==> src/rtl/cv32e40x_irq_arbiter_pkg.sv <==
// Shared types and constants for the basic-mode interrupt front end.
package cv32e40x_pkg;

  typedef enum logic [1:0] {
    IRQ_IDLE  = 2'd0,
    IRQ_REQ   = 2'd1,
    IRQ_ACKED = 2'd2
  } irq_arb_state_e;

  // Implemented lines: MSI (3), MTI (7), MEI (11) and platform lines 16..31.
  localparam logic [31:0] IRQ_MASK_DEFAULT = 32'hFFFF_0888;

  localparam int IRQ_ID_MSI = 3;
  localparam int IRQ_ID_MTI = 7;
  localparam int IRQ_ID_MEI = 11;

endpackage

==> src/rtl/cv32e40x_irq_arbiter_if.sv <==
// Request/ID/wakeup/acknowledge handshake between the interrupt arbiter
// and the main controller.
interface cv32e40x_irq_arbiter_if;

  logic       irq_req_ctrl;
  logic [9:0] irq_id_ctrl;
  logic       irq_wu_ctrl;
  logic       irq_ack;

  // Arbiter side: presents the request, consumes the acknowledge.
  modport master (
    output irq_req_ctrl,
    output irq_id_ctrl,
    output irq_wu_ctrl,
    input  irq_ack
  );

  // Controller side.
  modport slave (
    input  irq_req_ctrl,
    input  irq_id_ctrl,
    input  irq_wu_ctrl,
    output irq_ack
  );

endinterface

==> src/rtl/cv32e40x_irq_sync.sv <==
// Multi-flop synchronizer for asynchronous level inputs; every stage is
// cleared by the synchronous reset.
module cv32e40x_irq_sync #(
  parameter int WIDTH       = 32,
  parameter int SYNC_STAGES = 2
) (
  input  logic             clk,
  input  logic             rst,
  input  logic [WIDTH-1:0] async_i,
  output logic [WIDTH-1:0] sync_o
);

  logic [WIDTH-1:0] chain_q [SYNC_STAGES];

  // Shift the raw levels through the flop chain.
  always_ff @(posedge clk) begin
    if (rst) begin
      for (int i = 0; i < SYNC_STAGES; i++) begin
        chain_q[i] <= '0;
      end
    end else begin
      chain_q[0] <= async_i;
      for (int i = 1; i < SYNC_STAGES; i++) begin
        chain_q[i] <= chain_q[i-1];
      end
    end
  end

  assign sync_o = chain_q[SYNC_STAGES-1];

endmodule

==> src/rtl/cv32e40x_irq_arbiter.sv <==
// Basic-mode interrupt arbiter: synchronizes irq_i into mip, masks with
// mie/mstatus.mie, picks a winner by fixed priority and holds a stable
// request/ID towards the controller until acknowledge or withdrawal.
module cv32e40x_irq_arbiter
  import cv32e40x_pkg::*;
#(
  parameter int          SYNC_STAGES = 2,
  parameter logic [31:0] IRQ_MASK    = IRQ_MASK_DEFAULT
) (
  input  logic                          clk,
  input  logic                          rst,
  input  logic [31:0]                   irq_i,
  input  logic [31:0]                   mie_i,
  input  logic                          mstatus_mie_i,
  input  logic                          debug_mode_i,
  input  logic                          irq_block_i,
  output logic [31:0]                   mip_o,
  cv32e40x_irq_arbiter_if.master        ctrl
);

  // Priority 31..16, then MEI, MSI, MTI. Later assignments override
  // earlier ones, so the lowest-priority line is tested first.
  function automatic logic [4:0] prio_enc(input logic [31:0] c);
    logic [4:0] id;
    id = '0;
    if (c[IRQ_ID_MTI]) id = 5'(IRQ_ID_MTI);
    if (c[IRQ_ID_MSI]) id = 5'(IRQ_ID_MSI);
    if (c[IRQ_ID_MEI]) id = 5'(IRQ_ID_MEI);
    for (int i = 16; i < 32; i++) begin
      if (c[i]) id = 5'(i);
    end
    return id;
  endfunction

  logic [31:0]    irq_sync;
  logic [31:0]    mip_q;
  logic [31:0]    cand;
  logic [4:0]     win_id;
  logic           any_cand;
  logic           elig;
  logic           withdraw;
  irq_arb_state_e state_q;
  logic [4:0]     id_q;

  cv32e40x_irq_sync #(
    .WIDTH       (32),
    .SYNC_STAGES (SYNC_STAGES)
  ) u_irq_sync (
    .clk     (clk),
    .rst     (rst),
    .async_i (irq_i),
    .sync_o  (irq_sync)
  );

  // Pending register follows the synchronized lines every cycle, no latching.
  always_ff @(posedge clk) begin
    if (rst) begin
      mip_q <= '0;
    end else begin
      mip_q <= irq_sync & IRQ_MASK;
    end
  end

  assign cand     = mip_q & mie_i;
  assign win_id   = prio_enc(cand);
  assign any_cand = |cand;
  assign elig     = any_cand & mstatus_mie_i & ~debug_mode_i & ~irq_block_i;
  assign withdraw = ~cand[id_q] | ~mstatus_mie_i | debug_mode_i | irq_block_i;

  // Request FSM: ID is frozen while requesting; ack outranks withdrawal.
  always_ff @(posedge clk) begin
    if (rst) begin
      state_q <= IRQ_IDLE;
      id_q    <= '0;
    end else begin
      case (state_q)
        IRQ_IDLE: begin
          if (elig) begin
            state_q <= IRQ_REQ;
            id_q    <= win_id;
          end
        end
        IRQ_REQ: begin
          if (ctrl.irq_ack) begin
            state_q <= IRQ_ACKED;
          end else if (withdraw) begin
            state_q <= IRQ_IDLE;
          end
        end
        IRQ_ACKED: begin
          // One quiet cycle lets the controller clear mstatus.mie.
          state_q <= IRQ_IDLE;
        end
        default: begin
          state_q <= IRQ_IDLE;
        end
      endcase
    end
  end

  assign mip_o             = mip_q;
  assign ctrl.irq_req_ctrl = (state_q == IRQ_REQ);
  assign ctrl.irq_id_ctrl  = {5'b0, id_q};
  assign ctrl.irq_wu_ctrl  = any_cand;

endmodule

==> src/flat_wrapper.sv <==
// flat-port wrapper written by rule: the top's interface ports become plain ports
module cv32e40x_irq_arbiter_flat import cv32e40x_pkg::*;
#(
  parameter int          SYNC_STAGES = 2,
  parameter logic [31:0] IRQ_MASK    = IRQ_MASK_DEFAULT
)
  (clk, rst, irq_i, mie_i, mstatus_mie_i, debug_mode_i, irq_block_i, mip_o, ctrl_irq_req_ctrl, ctrl_irq_id_ctrl, ctrl_irq_wu_ctrl, ctrl_irq_ack);
  cv32e40x_irq_arbiter_if ctrl_i ();
  input  logic clk;
  input  logic rst;
  input  logic [31:0] irq_i;
  input  logic [31:0] mie_i;
  input  logic mstatus_mie_i;
  input  logic debug_mode_i;
  input  logic irq_block_i;
  output logic [31:0] mip_o;
  output wire logic [$bits(ctrl_i.irq_req_ctrl)-1:0] ctrl_irq_req_ctrl;
  output wire logic [$bits(ctrl_i.irq_id_ctrl)-1:0] ctrl_irq_id_ctrl;
  output wire logic [$bits(ctrl_i.irq_wu_ctrl)-1:0] ctrl_irq_wu_ctrl;
  input wire logic [$bits(ctrl_i.irq_ack)-1:0] ctrl_irq_ack;
  assign ctrl_irq_req_ctrl = ctrl_i.irq_req_ctrl;
  assign ctrl_irq_id_ctrl = ctrl_i.irq_id_ctrl;
  assign ctrl_irq_wu_ctrl = ctrl_i.irq_wu_ctrl;
  assign ctrl_i.irq_ack = ctrl_irq_ack;
  cv32e40x_irq_arbiter #(.SYNC_STAGES(SYNC_STAGES), .IRQ_MASK(IRQ_MASK)) u_core (.clk(clk), .rst(rst), .irq_i(irq_i), .mie_i(mie_i), .mstatus_mie_i(mstatus_mie_i), .debug_mode_i(debug_mode_i), .irq_block_i(irq_block_i), .mip_o(mip_o), .ctrl(ctrl_i));
endmodule
==> config.mk <==
export PLATFORM = sky130hd
export DESIGN_NAME = cv32e40x_irq_arbiter_flat
export DESIGN_NICKNAME = d
export VERILOG_FILES = /design/src/rtl/cv32e40x_irq_arbiter_pkg.sv /design/src/rtl/cv32e40x_irq_arbiter_if.sv /design/src/rtl/cv32e40x_irq_sync.sv /design/src/rtl/cv32e40x_irq_arbiter.sv /design/src/flat_wrapper.sv
export SDC_FILE = /design/constraint.sdc
export NUM_CORES = 1
export LEC_CHECK = 0
export BUFFER_PORTS_ARGS = -buffer_cell sky130_fd_sc_hd__buf_2
export CORE_MARGIN = 2
export CORE_UTILIZATION = 30
export CTS_CLUSTER_DIAMETER = 120
export DETAILED_ROUTE_END_ITERATION = 16
export SLEW_MARGIN = 20
export SYNTH_ARGS = -nofsm -noshare
export SYNTH_HDL_FRONTEND = slang
export SYNTH_SLANG_ARGS = --single-unit
==> constraint.sdc <==
create_clock -name clk -period 1.8 [get_ports clk]
set_clock_uncertainty 0.2 [all_clocks]
set_input_delay 0.18 -clock clk [delete_from_list [all_inputs] [get_ports clk]]
set_output_delay 0.18 -clock clk [all_outputs]
set_load 0.01 [all_outputs]
Word-level counts from Yosys, hierarchy flattened
Memory sizes are Yosys's and may differ from the RTL's. A register that Yosys moved wholly into a read port is not among the register bits.
Cells that the tools add are included.
{ "totals": {"word_cells": 55, "n_memories": 1, "regBits": 20, "out_inout_bits": 44, "ram_bits": 64} }
{ "memory_table": {"columns": ["memory", "depth", "word_bits", "rd", "rd_clocked_by_memory_dff", "wr", "line", "text"], "rows": [
  ["u_core.u_irq_sync.chain_q", 2, 32, 2, 1, 2, "cv32e40x_irq_sync.sv:13", "logic [WIDTH-1:0] chain_q [SYNC_STAGES];"]
]} }
{ "classes": {"mux": 30, "n_lt_le_gt_ge": 1, "eq_ne": 3, "n_reduce_logical": 4, "bitwise": 13} }
{ "op_table": {"columns": ["op", "count"], "rows": [
  ["two-way mux 5 bit", 16],
  ["two-way mux 32 bit", 2],
  ["AND 32 bit", 1],
  ["OR reduction 32 bit", 1],
  ["less-than comparator 5 x 6 -> 1 bit, second input constant", 1],
  ["two-way mux 2 bit", 3],
  ["two-way mux 3 bit", 2],
  ["binary-select mux 1 bit (select 5 bit)", 1],
  ["bitwise OR 1 bit", 5],
  ["two-way mux 1 bit", 4],
  ["two-way mux 4 bit", 1],
  ["NOT 1 bit", 4],
  ["case mux 2 bit (2 select lines)", 1],
  ["AND reduction 2 bit", 2],
  ["AND 1 bit", 3],
  ["inequality test 3 x 1 -> 1 bit, second input constant", 1],
  ["== test 2 x 1 -> 1 bit, second input constant", 1],
  ["zero test 2 bit", 1],
  ["inequality test 2 x 1 -> 1 bit, second input constant", 1]
]} }

Longest topological paths before layout
Gate-level depths: netlist of run 1.
{ "depth": {"ltp_word": 20, "mapped_depth": 6, "ltp_nobuf": 5} }

By module
Synthesis of run 1 repeated with hierarchy kept, for this count alone.
{ "hier_totals": {"cells_unflattened": 331, "area_unflattened_um2": 3622.2} }
{ "modules_own_cells": {"columns": ["mod", "instances", "area_per_inst_um2", "cells_per_inst"], "rows": [
  ["cv32e40x_irq_sync", 1, 2158.3, 167],
  ["cv32e40x_irq_arbiter", 1, 1463.9, 164]
]} }

Worst setup path after synthesis of run 1
Ideal clock, no wire load.
{ "synth_timing": {"kind": "register -> register", "from": "register u_core.mip_q[16], in the netlist u_core.mip_o[16] (read register of u_core.u_irq_sync.chain_q)", "to": "register u_core.id_q[0]", "required_ns": 1.533, "t_arrival_ns": 1.588, "path_stages_with_launch": 6, "setup_ns": 0.067, "n_path_buf": 0, "setup_slack_ns": -0.056, "period_less_slack_ns": 1.856, "path_cell_list": "dfxtp_1 > a22oi_1 > and4_1 > and3_1 > or4_4 > o21ai_2"} }
{ "synth_via": {"elab_chain_len": 17} }
{ "synth_lines": {"columns": ["element", "line", "text"], "rows": [
  ["start, declared", "cv32e40x_irq_arbiter.sv:36", "logic [31:0] mip_q;"],
  ["AND 32 bit *", "cv32e40x_irq_arbiter.sv:64", "assign cand = mip_q & mie_i;"],
  ["two-way mux 5 bit (16 in series)", "cv32e40x_irq_arbiter.sv:30", "if (c[i]) id = 5'(i);"],
  ["end signal, assigned", "cv32e40x_irq_arbiter.sv:80", "id_q <= win_id;"],
  ["end, declared", "cv32e40x_irq_arbiter.sv:43", "logic [4:0] id_q;"]
]} }
Every way passes the cells marked *; elsewhere a longest branch is shown, timed or not.
A chain may end at the register's enable or synchronous reset.

Final worst setup path of run 1
{ "layout_timing": {"from": "register u_core.mip_q[29], in the netlist u_core.mip_o[29] (read register of u_core.u_irq_sync.chain_q)", "to": "output ctrl_irq_wu_ctrl"} }
{ "layout_via": {"elab_chain_len": 2} }
{ "layout_lines": {"columns": ["element", "line", "text"], "rows": [
  ["AND 32 bit", "cv32e40x_irq_arbiter.sv:64", null],
  ["OR reduction 32 bit", "cv32e40x_irq_arbiter.sv:66", "assign any_cand = |cand;"],
  ["end, declared", "flat_wrapper.sv:19", "output wire logic [$bits(ctrl_i.irq_wu_ctrl)-1:0] ctrl_irq_wu_ctrl;"]
]} }
Every way passes these cells.

==> out/qor.yml, run 1 <==
setup_path:
  r2r_cells: 6
  setup.worst_path.start_class: "flip-flop"
  crit_arrival_ns: 1.52
  path_class: "flip-flop to output pin"
  timing.reg2reg.setup_slack_ns: -0.06
  crit_fanout: 2
  crit_path_start: "u_core.mip_o[29]"
  timing.rr.end: "u_core.id_q[0]"
  worstPathRequired_ns: 1.42
  end_kind: "output pin"
  timing.rr.start: "u_core.mip_o[29]"
logic_synthesis:
  async_flop_share_pct: 0
  synthDistinctLibCells: 44
  synth_seq_cells: 64
  syn_area_per_cell_um2: 10.24
  yosysSeqAreaShare_pct: 52.35
  ys_warn_count: 0
  syn_inst: 239
  synth_flop_cell: "dfxtp_1"
  netlist_top_cells_area: "dfxtp_1 52%, nor2b_1 15%, buf_4 5.5%, mux4_2 3.7%, nand2_1 3.5%"
  synth_enable_flop_cells: 0
  synth.cell_area_um2: 2447
  yosysTopAreaCell: "dfxtp_1"
  synth.top_cell.area_share_pct: 52.35
pwr:
  vdd_ir_drop_max_mv: 0.4816
  powerDensity_nw_per_um2: 901.0
  p_leak_nw: 1.586
hold_path:
  holdPathEnd: "u_core.id_q[2]"
  hp-class: "input port to flip-flop"
  hold_depth: 4
  min_from: "mie_i[24]"
run:
  drv_cap: 0
timing:
  finalSetupViolations: 2
  timing.hold.ws_ns: 0.08752
  fmax_ghz: 0.5272
  final.setup.tns_ns: -0.1555
  fin_ws_ns: -0.09665
  drv_slew: 0
  period_needed_ns: 1.897
  hold_viol: 0
  period_share_pct: 105.4
  rsz0062_at_grt: "true"
grt:
  grt_pass1_vias: 1862
  grt_max_degree: 56
  grt_antenna_before_repair: 0
  grt_pass1_wl_um: 8549
  overflow: 0
  track_usage_pct: 12.74
die:
  initial_utilization_pct: 31.35
  die_width_um: 94.32
  core_um2: 7807
  ios: 114
  dieArea_um2: 8896
  num_rows: 32
  dieHeight_um: 94.32
cells_and_area:
  area_delta_synth_final_pct: 47.44
  drive_gt1_share_pct: 41.14
  n_antenna_cell: 0
  layout_commonest_cell: "buf_2"
  final_cell_area_um2: 3608
  layout_common_cells: "68 x buf_2, 58 x nor2b_1, 50 x dfxtp_1"
  nNetsFinal: 432
routing:
  via_per_inst: 4.296
  drc_errors: 0
  num_vias: 2015
  dr.pass1.iters: 4
  wirelength_um: 5399
  drt-initial-drc-count: 87
  ant_nets: 0
  avgRoutedWirePerCell_um: 11.51
place:
  placed_cell_area_um2: 3023
  portBuffers: 69
  place_congestion: 0.8172
  place_hpwl_um: 3904
clocking:
  h-tree-depth: 3
  cts_num_sinks: 64
  clockBufferDepth: 2
  cts_tree: "done"
  cts_buffers: 9
  clock_latency_ns: 0.34
  cts-root-buf: "clkbuf_8"
  path_clk_slew_ns: 0.07
outcome:
  violations: "setup timing"
  outcome: "complete, but fails checks"
## where the power goes
part           leakage, nW  internal [W]  switching, W
logic                0.937      0.000194      0.000154
registers            0.532       0.00147     0.0000236
clock network        0.117      0.000895      0.000510
## layer usage
metal / wire (um) / up-vias / GRT usage (%) / part of all wire [%]
met5: 0 / - / 0 / 0
met4: 153 / 0 / 8.092 / 2.8
met3: 337 / 14 / 4.254 / 6.2
met2: 2697 / 64 / 20.00 / 50
met1: 2211 / 899 / 14.93 / 41
li1: - / 1038 / - / -
## timing repair
action,CTS,global route
pin swaps,9,10
setup endpoints to repair,3,5
hold endpoints to repair,24,0
hold buffers,22,0
resized for setup,11,12
setup buffers,5,2
## sequential cells by signal (all words and copies together), names as in the netlist
register	flops
u_core.id_q	5
u_core.u_irq_sync.chain_q	38
u_core.state_q	2
u_core.mip_o	19
## worst max path at each step
| stage | to | slack, ns | depth (start not counted) |
|---|---|---|---|
| 2_1_floorplan | u_core.id_q[0] | 0.0006 | 5 |
| 3_3_place_gp | u_core.id_q[0] | -0.09 | 5 |
| 3_5_place_dp | u_core.id_q[0] | -0.10 | 5 |
| 4_1_cts | ctrl_irq_wu_ctrl | -0.10 | 5 |
| 5_1_grt | ctrl_irq_wu_ctrl | -0.15 | 5 |
| 6_report | ctrl_irq_wu_ctrl | -0.1 | 5 |
## Yosys cell counts, types with 2 or more instances
library cell	count
dfxtp_1	64
nor2b_1	58
nand2_1	23
buf_4	18
a22oi_1	7
clkbuf_1	7
nand3_1	7
mux4_2	4
nor2_1	4
a211oi_1	3
a21oi_1	2
a222oi_1	2
a22o_1	2
a311oi_1	2
a31oi_1	2
and4b_1	2
inv_1	2
nand2b_1	2
nor3b_1	2
o21ai_0	2
## worst max-delay path, cell delays in order (launching register included)
cell and delay, ns:
dfxtp_2 0.32, a22o_1 0.23, and4b_2 0.29, and3_4 0.19
inv_2 0.03, buf_6 0.11
## final cells by class
class                      count  area, um^2
clock buffer                  14       172.7
clock inverter                 2       60.06
fill                         735        4199
inverter                       2       7.507
multi-input combinational    164        1125
sequential                    64        1299
tap                          102       127.6
timing repair buffer         121       817.0
## cell families (layout without fill, tap and decap cells)
family / count (synthesis) / count (layout) / synth area share [%]
buffers and inverters: 28 / 139 / 7.055
muxes: 4 / 4 / 3.681
and+or+nand+nor: 110 / 110 / 26.28
AOI/OAI and AO/OA: 32 / 32 / 10.48
other: 1 / 18 / 0.1532
DFF: 64 / 64 / 52.35
## per-stage QoR
stage               utilization [%]  setup WS [ns]  total power [W]  instances
floorplan                         -      0.0006110         0.001708        256
global placement              38.72       -0.09070         0.001805        424
detailed placement            38.72        -0.1050         0.001809        424
CTS                           45.51        -0.1003         0.003282        467
global route                  46.22        -0.1538         0.003401        469
finish                        46.22       -0.09665         0.003251        469
No activity file was read; power rests on OpenSTA's default activity.
==> run 2, diff against run 1 <==
--- a/config.mk
+++ b/config.mk
@@ -6,10 +6,13 @@
 export NUM_CORES = 1
 export LEC_CHECK = 0
 export BUFFER_PORTS_ARGS = -buffer_cell sky130_fd_sc_hd__buf_2
+export CELL_PAD_IN_SITES_DETAIL_PLACEMENT = 0
+export CELL_PAD_IN_SITES_GLOBAL_PLACEMENT = 1
 export CORE_MARGIN = 2
 export CORE_UTILIZATION = 30
 export CTS_CLUSTER_DIAMETER = 120
 export DETAILED_ROUTE_END_ITERATION = 16
+export PLACE_DENSITY_LB_ADDON = 0.1
 export SLEW_MARGIN = 20
 export SYNTH_ARGS = -nofsm -noshare
 export SYNTH_HDL_FRONTEND = slang
==> out/qor.yml, run 2 (synthesis results as in run 1) <==
routing:
  drt-initial-drc-count: 103
  avgRoutedWirePerCell_um: 12.13
  num_vias: 2043
  via_per_inst: 4.274
  dr.pass1.iters: 4
  ant_nets: 0
  wirelength_um: 5798
  drc_errors: 0
run:
  drv_cap: 0
place:
  dp_slack_ns: -0.1169
  portBuffers: 69
  place_congestion: 0.8202
  placed_cell_area_um2: 3060
  place_hpwl_um: 4007
die:
  dieArea_um2: 8896
  core_um2: 7807
  dieHeight_um: 94.32
  die_width_um: 94.32
  num_rows: 32
  ios: 114
  initial_utilization_pct: 31.35
cells_and_area:
  largest-register: "u_core.u_irq_sync.chain_q"
  layout_common_cells: "68 x buf_2, 58 x nor2b_1, 55 x dfxtp_1"
  layout_commonest_cell: "buf_2"
  n_fill_cell: 773
  nNetsFinal: 441
  drive_gt1_share_pct: 42.02
  multiInputGateArea_um2: 1129
  n_antenna_cell: 0
  area_delta_synth_final_pct: 49.69
  utilization_pct: 46.92
  final_cell_area_um2: 3664
  regArea_um2: 1292
  largest_reg_flops: 38
clocking:
  clock_latency_ns: 0.34
  path_clk_slew_ns: 0.08
  cts_num_sinks: 64
  cts_buffers: 9
  clockBufferDepth: 2
  cts-root-buf: "clkbuf_8"
  h-tree-depth: 3
  cts_tree: "done"
pwr:
  vdd_ir_drop_max_mv: 0.3926
  powerDensity_nw_per_um2: 852.4
  p_leak_nw: 1.620
timing:
  period_share_pct: 105.9
  hold_viol: 0
  fin_ws_ns: -0.1063
  finalSetupViolations: 7
  drv_slew: 0
  rsz0062_at_grt: "true"
  final.setup.tns_ns: -0.4875
  period_needed_ns: 1.906
  fmax_ghz: 0.5246
hold_path:
  hp-class: "input port to flip-flop"
  holdPathEnd: "u_core.state_q[0]"
  hold_depth: 5
  min_from: "debug_mode_i"
setup_path:
  r2r_cells: 8
  worstPathRequired_ns: 1.86
  timing.rr.end: "u_core.id_q[1]"
  critPathMaxStageDelay_ns: 0.32
  timing.rr.start: "u_core.mip_o[29]"
  crit_arrival_ns: 1.96
  end_kind: "flip-flop"
  cp_num_buf_inv: 4
  crit_chain: "a22o_1 -> and4b_2 -> buf_4 -> buf_6 -> a31oi_4 -> buf_12 -> buf_6 -> a311oi_2"
  cp_top_family: "compound AO/OA/AOI/OAI gates"
  critPathMostFrequentCell: "buf_6"
  path_class: "flip-flop to flip-flop"
  timing.reg2reg.setup_slack_ns: -0.11
  setup.worst_path.start_class: "flip-flop"
  crit_fanout: 8
  crit_slowest_cell: "dfxtp_2"
grt:
  overflow: 0
  track_usage_pct: 13.55
  grt_pass1_vias: 1883
  grt_max_degree: 64
  grt_pass1_wl_um: 8935
  grt_antenna_before_repair: 0
outcome:
  violations: "setup timing"
  outcome: "complete, but fails checks"
run 2: metal layers:
layer / track usage [%] / part of all wire [%] / vias up
met2: 22.20 / 50 / 66
li1: - / - / 1056
met1: 15.30 / 42 / 908
met3: 4.815 / 6.0 / 13
met4: 7.609 / 2.2 / 0
met5: 0 / 0 / -
run 2: how the worst max path moves through the flow:
| stage | start | end | slack, ns | cells past startpoint |
|---|---|---|---|---|
| 4_1_cts | u_core.mip_o[29] | ctrl_irq_wu_ctrl | -0.11 | 5 |
| 2_1_floorplan | u_core.mip_o[29] | u_core.id_q[0] | 0.0006 | 5 |
| 6_report | u_core.mip_o[29] | u_core.id_q[1] | -0.11 | 8 |
| 3_5_place_dp | debug_mode_i | u_core.id_q[1] | -0.12 | 6 |
| 5_1_grt | u_core.mip_o[29] | ctrl_irq_wu_ctrl | -0.18 | 5 |
| 3_3_place_gp | debug_mode_i | u_core.id_q[3] | -0.09 | 6 |
run 2: worst min-delay path, cell delays in order:
cell     delay (ns)
buf_2          0.07
or3b_1         0.11
nor4_1         0.06
o31ai_1        0.06
nand3_1        0.07
run 2: report_power, final:
part	switching (W)	internal (W)
logic	0.000165	0.000212
clock network	0.000598	0.000653
registers	0.0000236	0.00147
run 2: through the flow:
stage	std cells	total power [W]	hold slack [ns]
floorplan	256	0.001708	0.1082
global placement	429	0.001817	0.1880
detailed placement	429	0.001820	0.1916
CTS	473	0.003150	0.05431
global route	478	0.003291	0.1108
finish	478	0.003123	0.07106
run 2: final cells by class:
class | count | area share [%]
Inverter | 2 | 0.2049
Timing Repair Buffer | 130 | 24.66
Multi-Input combinational cell | 164 | 30.81
Clock buffer | 9 | 3.381
Tap cell | 102 | 3.484
Clock inverter | 7 | 2.186
Sequential cell | 64 | 35.28
run 2: timing repair:
| item | in CTS | in global routing |
|---|---|---|
| endpoints found under the hold margin | 23 | 0 |
| hold buffers | 23 | 0 |
| cloned | 0 | 0 |
| pin swaps | 8 | 8 |
| buffers inserted | 5 | 5 |
| setup endpoints to repair | 3 | 7 |
| gates resized for setup | 8 | 12 |
==> run 3, diff against run 2 <==
--- a/config.mk
+++ b/config.mk
@@ -5,11 +5,12 @@
 export SDC_FILE = /design/constraint.sdc
 export NUM_CORES = 1
 export LEC_CHECK = 0
+export ABC_AREA = 1
 export BUFFER_PORTS_ARGS = -buffer_cell sky130_fd_sc_hd__buf_2
 export CELL_PAD_IN_SITES_DETAIL_PLACEMENT = 0
 export CELL_PAD_IN_SITES_GLOBAL_PLACEMENT = 1
 export CORE_MARGIN = 2
-export CORE_UTILIZATION = 30
+export CORE_UTILIZATION = 29
 export CTS_CLUSTER_DIAMETER = 120
 export DETAILED_ROUTE_END_ITERATION = 16
 export PLACE_DENSITY_LB_ADDON = 0.1
==> out/qor.yml, run 3 <==
cells_and_area:
  largest_reg_flops: 38
  final_cell_area_um2: 3490
  largest-register: "u_core.u_irq_sync.chain_q"
  nNetsFinal: 501
  n_antenna_cell: 0
  utilization_pct: 40.61
  layout_common_cells: "68 x inv_1, 68 x buf_2, 66 x nor2_1"
  drive_gt1_share_pct: 30.28
  area_delta_synth_final_pct: 37.59
place:
  place_hpwl_um: 4106
  place_congestion: 0.8572
  dp_slack_ns: 0.06242
  portBuffers: 69
  placed_cell_area_um2: 2957
pwr:
  powerDensity_nw_per_um2: 909.4
  sw_frac_of_total_pct: 24.10
  pwr-share-comb_pct: 10.2
  vdd_ir_drop_max_mv: 0.4412
  p_switching_w: 0.0007648
  p_leak_nw: 1.820
  clockPowerShare_pct: 42.6
  p_seq_share_pct: 47.2
  intPower_w: 0.002409
  power_w: 0.003173
routing:
  num_vias: 2126
  dr.pass1.iters: 4
  via_per_inst: 3.908
  ant_nets: 0
  wirelength_um: 5717
  avgRoutedWirePerCell_um: 10.51
  drc_errors: 0
  drt-initial-drc-count: 58
timing:
  period_share_pct: 100.2
  fmax_ghz: 0.5547
  period_needed_ns: 1.803
  fin_ws_ns: -0.002715
  rsz0062_at_grt: "true"
  drv_slew: 0
  hold_viol: 0
  finalSetupViolations: 1
  timing.hold.ws_ns: 0.01964
setup_path:
  crit_slowest_cell: "dfxtp_2"
  crit_fanout: 3
  path_class: "flip-flop to output pin"
  end_kind: "output pin"
  worstPathRequired_ns: 1.42
  setup.worst_path.start_class: "flip-flop"
  crit_arrival_ns: 1.42
  crit_chain: "nand2_2 -> nand3_4 -> nor3_2 -> nand3_2 -> buf_6"
  critPathMaxStageDelay_ns: 0.33
die:
  dieArea_um2: 9509
  dieHeight_um: 97.52
  num_rows: 34
  initial_utilization_pct: 29.51
  ios: 114
  core_um2: 8593
  die_width_um: 97.52
grt:
  grt_pass1_vias: 2011
  track_usage_pct: 12.79
  overflow: 0
  grt_max_degree: 39
  grt_pass1_wl_um: 9425
  grt_antenna_before_repair: 0
logic_synthesis:
  synthDistinctLibCells: 31
  yosysMostFrequentCell: "inv_1"
  synth.top_cells.by_count: "68 x inv_1, 67 x nor2_1, 64 x dfxtp_1"
  synth.top_cell.area_share_pct: 50.52
  synth_enable_flop_cells: 0
  async_flop_share_pct: 0
  synth_seq_cells: 64
  yosysTopAreaCell: "dfxtp_1"
  syn_area_per_cell_um2: 7.732
  synth.cell_area_um2: 2536
  netlist_top_cells_area: "dfxtp_1 51%, inv_1 10%, nor2_1 9.9%, buf_4 5.3%, nand2_1 5.2%"
  syn_inst: 328
  synth_flop_cell: "dfxtp_1"
  ys_warn_count: 0
  yosysSeqAreaShare_pct: 50.52
clocking:
  cts_tree: "done"
  h-tree-depth: 3
  cts_buffers: 9
  clockBufferDepth: 2
  clock_latency_ns: 0.34
  cts-root-buf: "clkbuf_8"
  cts_num_sinks: 64
  path_clk_slew_ns: 0.07
run:
  drv_cap: 0
outcome:
  violations: "setup timing"
  outcome: "complete, but fails checks"
hold_path:
  hp-class: "input port to flip-flop"
[run 3: area by class of cell]
| type | instances | area, um^2 |
|---|---|---|
| clock inverters | 6 | 92.59 |
| flip-flops and latches | 64 | 1290 |
| fillers | 930 | 5104 |
| clock buffers | 10 | 127.6 |
| repair buffers | 100 | 641.9 |
| multi-input cells | 186 | 937.1 |
| well taps | 108 | 135.1 |
| inverters | 70 | 265.3 |
[run 3: logic make-up (layout without fill, tap and decap cells)]
| kind of cell | after synthesis | after routing | share of synthesized area, % |
|---|---|---|---|
| AOI/OAI and AO/OA | 32 | 32 | 7.942 |
| buffers and inverters | 95 | 186 | 16.82 |
| DFF | 64 | 64 | 50.52 |
| other | 1 | 18 | 0.1479 |
| and+or+nand+nor | 136 | 136 | 24.57 |
[run 3: routing by layer]
layer | global-route usage (%) | up-vias | share of wire, %
met1 | 15.46 | 913 | 46
met5 | 0 | - | 0
li1 | - | 1150 | -
met3 | 3.957 | 8 | 4.6
met4 | 6.944 | 0 | 2.1
met2 | 20.27 | 55 | 47
[run 3: what timing repair did]
item,in CTS,in global routing
setup buffers,0,3
pin swaps,0,6
resized for setup,1,18
hold buffers,23,0
gates cloned,0,0
endpoints found under the setup margin,1,5
hold endpoints to repair,23,0
[run 3: power by group through the flow]
| stage | registers, W | clock network (W) | logic [W] |
|---|---|---|---|
| 2_1_floorplan | 0.00153 | 0 | 0.000184 |
| 3_3_place_gp | 0.00153 | 0 | 0.000273 |
| 3_5_place_dp | 0.00153 | 0 | 0.000275 |
| 4_1_cts | 0.00150 | 0.00141 | 0.000313 |
| 5_1_grt | 0.00151 | 0.00148 | 0.000365 |
| 6_report | 0.00150 | 0.00135 | 0.000322 |
[run 3: final timing paths]
kind                                                        from               end  slack (ns)  depth (start not counted)
worst max-delay path                             u_core.mip_o[7]  ctrl_irq_wu_ctrl      -0.003                          5
worst min-delay path                                   mie_i[29]    u_core.id_q[0]        0.02                          5
worst max register to register                   u_core.mip_o[7]    u_core.id_q[1]        0.07                          9
worst min register to register  u_core.u_irq_sync.chain_q[1][19]  u_core.mip_o[19]        0.19                          2
[run 3: worst max-delay path, delay by kind of cell, from the launching register on]
family	cells	cell delay (ns)
buf+inv	1	0.15
flops	1	0.33
simple gates	4	0.60
[run 3: metrics by stage]
| step | cells | TNS (ns) |
|---|---|---|
| detailed placement | 502 | 0 |
| floorplan | 345 | 0 |
| finish | 544 | -0.002715 |
| global route | 544 | -0.1608 |
| global placement | 502 | 0 |
| CTS | 541 | 0 |
